File: src/rtl/mem_bus_arbiter.sv
// Two-port to one-master memory bus arbiter for the OpenMIPS SOPC.
// Data port has priority; a streak counter forces a fetch grant to bound fetch starvation.
module mem_bus_arbiter #(
    parameter int ADDR_W       = 32,
    parameter int DATA_W       = 32,
    parameter int MAX_WAIT     = 15,
    parameter int STARVE_LIMIT = 4
) (
    input  logic                clk,
    input  logic                reset,
    input  logic                i_req,
    input  logic [ADDR_W-1:0]   i_addr,
    output logic [DATA_W-1:0]   i_rdata,
    output logic                i_ack,
    input  logic                d_req,
    input  logic                d_we,
    input  logic [DATA_W/8-1:0] d_sel,
    input  logic [ADDR_W-1:0]   d_addr,
    input  logic [DATA_W-1:0]   d_wdata,
    output logic [DATA_W-1:0]   d_rdata,
    output logic                d_ack,
    output logic                m_cyc,
    output logic                m_we,
    output logic [DATA_W/8-1:0] m_sel,
    output logic [ADDR_W-1:0]   m_addr,
    output logic [DATA_W-1:0]   m_wdata,
    input  logic [DATA_W-1:0]   m_rdata,
    input  logic                m_ack,
    output logic                stall_req,
    output logic                err
);
    localparam int SEL_W  = DATA_W / 8;
    // wait_cnt never has to hold MAX_WAIT itself: the abort fires as it would reach it
    localparam int WCNT_W = (MAX_WAIT > 1) ? $clog2(MAX_WAIT) : 1;
    localparam int SCNT_W = $clog2(STARVE_LIMIT + 1);
    localparam logic [WCNT_W-1:0] WAIT_LAST  = WCNT_W'(MAX_WAIT - 1);
    localparam logic [SCNT_W-1:0] STREAK_MAX = SCNT_W'(STARVE_LIMIT);

    typedef enum logic [1:0] {IDLE, BUSY_I, BUSY_D} state_t;

    typedef struct packed {
        logic              cyc;
        logic              we;
        logic [SEL_W-1:0]  sel;
        logic [ADDR_W-1:0] addr;
        logic [DATA_W-1:0] wdata;
    } bus_req_t;

    state_t            state, state_nxt;
    bus_req_t          bus, bus_nxt;
    logic [WCNT_W-1:0] wait_cnt, wait_nxt;
    logic [SCNT_W-1:0] d_streak, streak_nxt;
    logic              i_ack_nxt, d_ack_nxt, err_nxt;
    logic [DATA_W-1:0] i_rdata_nxt, d_rdata_nxt;
    logic              grant_d, grant_i, done;

    assign grant_d = d_req & (~i_req | (d_streak != STREAK_MAX));
    assign grant_i = i_req & ~grant_d;

    always_comb begin
        state_nxt   = state;
        bus_nxt     = bus;
        wait_nxt    = wait_cnt;
        streak_nxt  = d_streak;
        i_ack_nxt   = 1'b0;
        d_ack_nxt   = 1'b0;
        err_nxt     = 1'b0;
        i_rdata_nxt = i_rdata;
        d_rdata_nxt = d_rdata;
        done        = 1'b0;
        case (state)
            IDLE: begin
                if (grant_d) begin
                    state_nxt     = BUSY_D;
                    bus_nxt.cyc   = 1'b1;
                    bus_nxt.we    = d_we;
                    bus_nxt.sel   = d_sel;
                    bus_nxt.addr  = d_addr;
                    bus_nxt.wdata = d_wdata;
                    wait_nxt      = '0;
                    if (!i_req)
                        streak_nxt = '0;
                    else if (d_streak != STREAK_MAX)
                        streak_nxt = d_streak + 1'b1;
                end else if (grant_i) begin
                    state_nxt     = BUSY_I;
                    bus_nxt.cyc   = 1'b1;
                    bus_nxt.we    = 1'b0;
                    bus_nxt.sel   = '1;
                    bus_nxt.addr  = i_addr;
                    bus_nxt.wdata = '0;
                    wait_nxt      = '0;
                    streak_nxt    = '0;
                end
            end
            BUSY_I, BUSY_D: begin
                // a late m_ack on the abort edge still wins over the timeout
                done = m_ack | (wait_cnt == WAIT_LAST);
                if (done) begin
                    state_nxt = IDLE;
                    bus_nxt   = '0;
                    wait_nxt  = '0;
                    err_nxt   = ~m_ack;
                    if (state == BUSY_I) begin
                        i_ack_nxt   = 1'b1;
                        i_rdata_nxt = m_ack ? m_rdata : '0;
                    end else begin
                        d_ack_nxt   = 1'b1;
                        d_rdata_nxt = m_ack ? m_rdata : '0;
                    end
                end else begin
                    wait_nxt = wait_cnt + 1'b1;
                end
            end
            default: begin
                state_nxt = IDLE;
                bus_nxt   = '0;
            end
        endcase
    end

    always_ff @(posedge clk or negedge reset) begin
        if (!reset) begin
            state    <= IDLE;
            bus      <= '0;
            wait_cnt <= '0;
            d_streak <= '0;
            i_ack    <= 1'b0;
            d_ack    <= 1'b0;
            err      <= 1'b0;
            i_rdata  <= '0;
            d_rdata  <= '0;
        end else begin
            state    <= state_nxt;
            bus      <= bus_nxt;
            wait_cnt <= wait_nxt;
            d_streak <= streak_nxt;
            i_ack    <= i_ack_nxt;
            d_ack    <= d_ack_nxt;
            err      <= err_nxt;
            i_rdata  <= i_rdata_nxt;
            d_rdata  <= d_rdata_nxt;
        end
    end

    assign m_cyc     = bus.cyc;
    assign m_we      = bus.we;
    assign m_sel     = bus.sel;
    assign m_addr    = bus.addr;
    assign m_wdata   = bus.wdata;
    assign stall_req = (i_req & ~i_ack) | (d_req & ~d_ack);

endmodule

File: config.mk
export PLATFORM = sky130hd
export DESIGN_NAME = mem_bus_arbiter
export DESIGN_NICKNAME = d
export VERILOG_FILES = /design/src/rtl/mem_bus_arbiter.sv
export SDC_FILE = /design/constraint.sdc
export NUM_CORES = 1
export LEC_CHECK = 0
export ABC_AREA = 1
export CAP_MARGIN = 25
export CELL_PAD_IN_SITES_DETAIL_PLACEMENT = 0
export CELL_PAD_IN_SITES_GLOBAL_PLACEMENT = 1
export CORE_MARGIN = 2
export CORE_UTILIZATION = 45
export DETAILED_ROUTE_END_ITERATION = 8
export DONT_BUFFER_PORTS = 1
export GPL_TIMING_DRIVEN = 0
export MAX_ROUTING_LAYER = met4
export PLACE_DENSITY = 0.77
export SLEW_MARGIN = 10
export SYNTH_ARGS = -nofsm -noshare
export SYNTH_HDL_FRONTEND = slang
export SYNTH_SLANG_ARGS = --single-unit
File: constraint.sdc
create_clock -name clk -period 1.75 [get_ports clk]
set_input_delay 0.0875 -clock clk [delete_from_list [all_inputs] [get_ports clk]]
set_output_delay 0.0875 -clock clk [all_outputs]
set_load 0.01 [all_outputs]
==> impl_metrics.ini <==
[floorplan]
pin_count = 276
dieHeight_um = 122.7
die_w_um = 122.7
core-area_sq_mm = 0.01383
rows = 43
start_util_pct = 45.86
die-area_sq_mm = 0.01506

[power_and_ir_drop]
ir_drop_mv = 0.9625
powerDensity_mw_per_mm2 = 1734
p_leak_nw = 4.326
total_power_w = 0.01503

[cells_and_area]
final_core_util_pct = 62.70
fillCellCount = 1132
n_antenna_cell = 0
nets = 1045
area_delta_synth_final_pct = 36.72
drive_above_1_share_pct = 9.858

[global_route]
globalRoute.totalOverflow = 0
antenna_found_initial = 0
grt_pass1_wl_mm = 30.28
grtUsageTotal_pct = 26.65
grt_pass1_vias = 5812
grt_max_degree = 147

[clock_tree]
h-tree-depth = 4
clk-insertion-delay-late_ps = 410
root_buffer = clkbuf_16
clk_pin_slew_ps = 60
cts_hold_buf = 134
cts_tree = yes
cts_buffers = 17
clk_path_buf_depth = 2
cts_sinks = 146

[timing]
finalSetupViolations = 0
fin_crit_ps = 1635
tns_ps = 0
max_slew_margin_pct = 66.37
fmax_mhz = 611.5
fin_skew_ps = 10.67
tightest_slew_ps = 504.5
final-hold-violation-count = 146
fin_crit_sh_pct = 93.44
whs_ps = -630.7
slew_violations = 0
rsz0062_at_grt = no

[synth]
synthCells = 743
ys_ff_latch = 146
ys_types = 20
synth_largest_area_cell = dfrtp_1
yosys-top-cells-area = dfrtp_1 (58%), nand2_1 (18%), nand4_1 (6.6%)
ys_seq_area_share_pct = 57.62
synth.cell_area_sq_mm = 0.006341
synth_fp_nets = 887
yosys_warnings = 0
syn_avg_cell_area_sq_um = 8.534
yosys.area.top_type_share_pct = 57.62

[worst_setup_path]
critPathRequiredTime_ps = 2090
path_max_fanout = 10
startpoint_type = flip-flop
crit_type = flip-flop to flip-flop
end_kind = flip-flop
cp.arrival_ps = 1980

[min_path]
min_path_type = primary input to async pin

[route]
drt_wl_total_mm = 19.61
first_iter_violations = 449
drt_pre_antenna_iters = 7
vias_per_cell = 5.463
vias = 5971
wl_per_cell_um = 17.94
antenna_left = 0
drc = 0

[placement]
dp.final_hpwl_mm = 12.95
io_buffers = 0
place.gp.congestion = 0.8650

[run_status]
status = complete, but fails checks
violations = negative hold slack

[flow_run]
max_cap_violations = 0
==> report_power, final <==
part	leakage, nW	total (W)	switching, W	internal, W
sequential	1.90	0.00661	0.00180	0.00481
clock	0.280	0.00361	0.00133	0.00227
combinational	2.14	0.00481	0.00304	0.00177
total	4.33	0.0150	0.00618	0.00885
==> final timing paths <==
check                      slack, ps  startpoint  cells after the start          end
max                              110    state[0]                      9  m_wdata[27]
min                             -630       reset                      0   i_rdata[6]
max reg2reg                      110    state[0]                      9  m_wdata[27]
min reg2reg                      490    state[1]                      2     state[1]
max in group asynchronous       2210       reset                      0  m_wdata[21]
min in group clk                  50       m_ack                      3  i_rdata[30]
==> stage by stage <==
| step | instance area, sq um | setup slack, ps | instances |
|---|---|---|---|
| 6_report | 8670 | 114.8 | 1093 |
| 5_1_grt | 8670 | 4.573 | 1093 |
| 4_1_cts | 8538 | 0.4496 | 1088 |
| 3_5_place_dp | 6566 | -225.5 | 923 |
| 3_3_place_gp | 6566 | -186.2 | 923 |
| 2_1_floorplan | 6341 | 227.6 | 743 |
==> Yosys cell counts <==
master and number:
nand3_1 39, nand2_2 2, buf_4 2, ha_1 6, buf_6 2, inv_2 3
nand3_2 2, nor2_1 9, dfrtp_1 146, buf_1 1, nand4_1 67, inv_1 23
o22ai_1 2, o21ai_1 7, clkbuf_1 23, clkbuf_2 2, nor3_1 1, buf_2 25
o21ai_0 71, nand2_1 310
==> area by class of cell <==
type / instances / area, sq um / share of cell area [%]
plain buffers: 54 / 324.1 / 3.738
flip-flops and latches: 146 / 3654 / 42.14
clock inverters: 9 / 132.6 / 1.530
repair buffers: 139 / 1391 / 16.05
multi-input cells: 517 / 2391 / 27.58
inverters: 26 / 97.59 / 1.126
clock buffers: 22 / 454.2 / 5.239
well taps: 180 / 225.2 / 2.598
==> cell usage in the layout (no fill, tap or decap), drive strengths merged <==
cell type,instances
buf,34
bufinv,3
clkbuf,47
clkinv,4
clkinvlp,2
dfrtp,146
dlygate4sd3,134
ha,6
inv,26
nand2,313
nand3,41
nand4,67
nor2,9
nor3,1
o21ai,78
o22ai,2
==> kinds of logic after synthesis <==
kind of cell | count (synthesis) | synth area share, %
adder cells (fa/ha/maj) | 6 | 1.184
flip-flops | 146 | 57.62
buffers and inverters | 81 | 5.682
AO/OA/AOI/OAI | 80 | 6.353
AND/OR/NAND/NOR | 430 | 29.16
==> routing by layer <==
layer	part of all wire (%)	track usage [%]	up-vias
li1	-	-	2763
met1	40	32.49	2873
met2	49	42.78	292
met3	8.4	7.342	43
met4	2.4	9.124	0
met5	0	-	-
==> worst max-delay path: stages (launching register included) <==
cell and delay [ps]:
dfrtp_1 350, inv_1 50, ha_1 320, inv_2 120, nor2_4 50, nand2_4 150
buf_12 130, buf_2 210, nand4_1 120, nand2_1 90
==> registers in the layout, indices dropped and copies added, names as in the netlist, 2 cells and up <==
name,flops
state,2
m_sel,4
d_streak,3
m_wdata,32
wait_cnt,4
m_addr,32
d_rdata,32
i_rdata,32
==> timing repair <==
item	in CTS	in global routing
setup buffers	0	5
pin swaps	1	2
endpoints found under the hold margin	282	146
resized for setup	15	59
cloned	0	1
endpoints found under the setup margin	71	116
No activity file was read; power rests on OpenSTA's default activity.
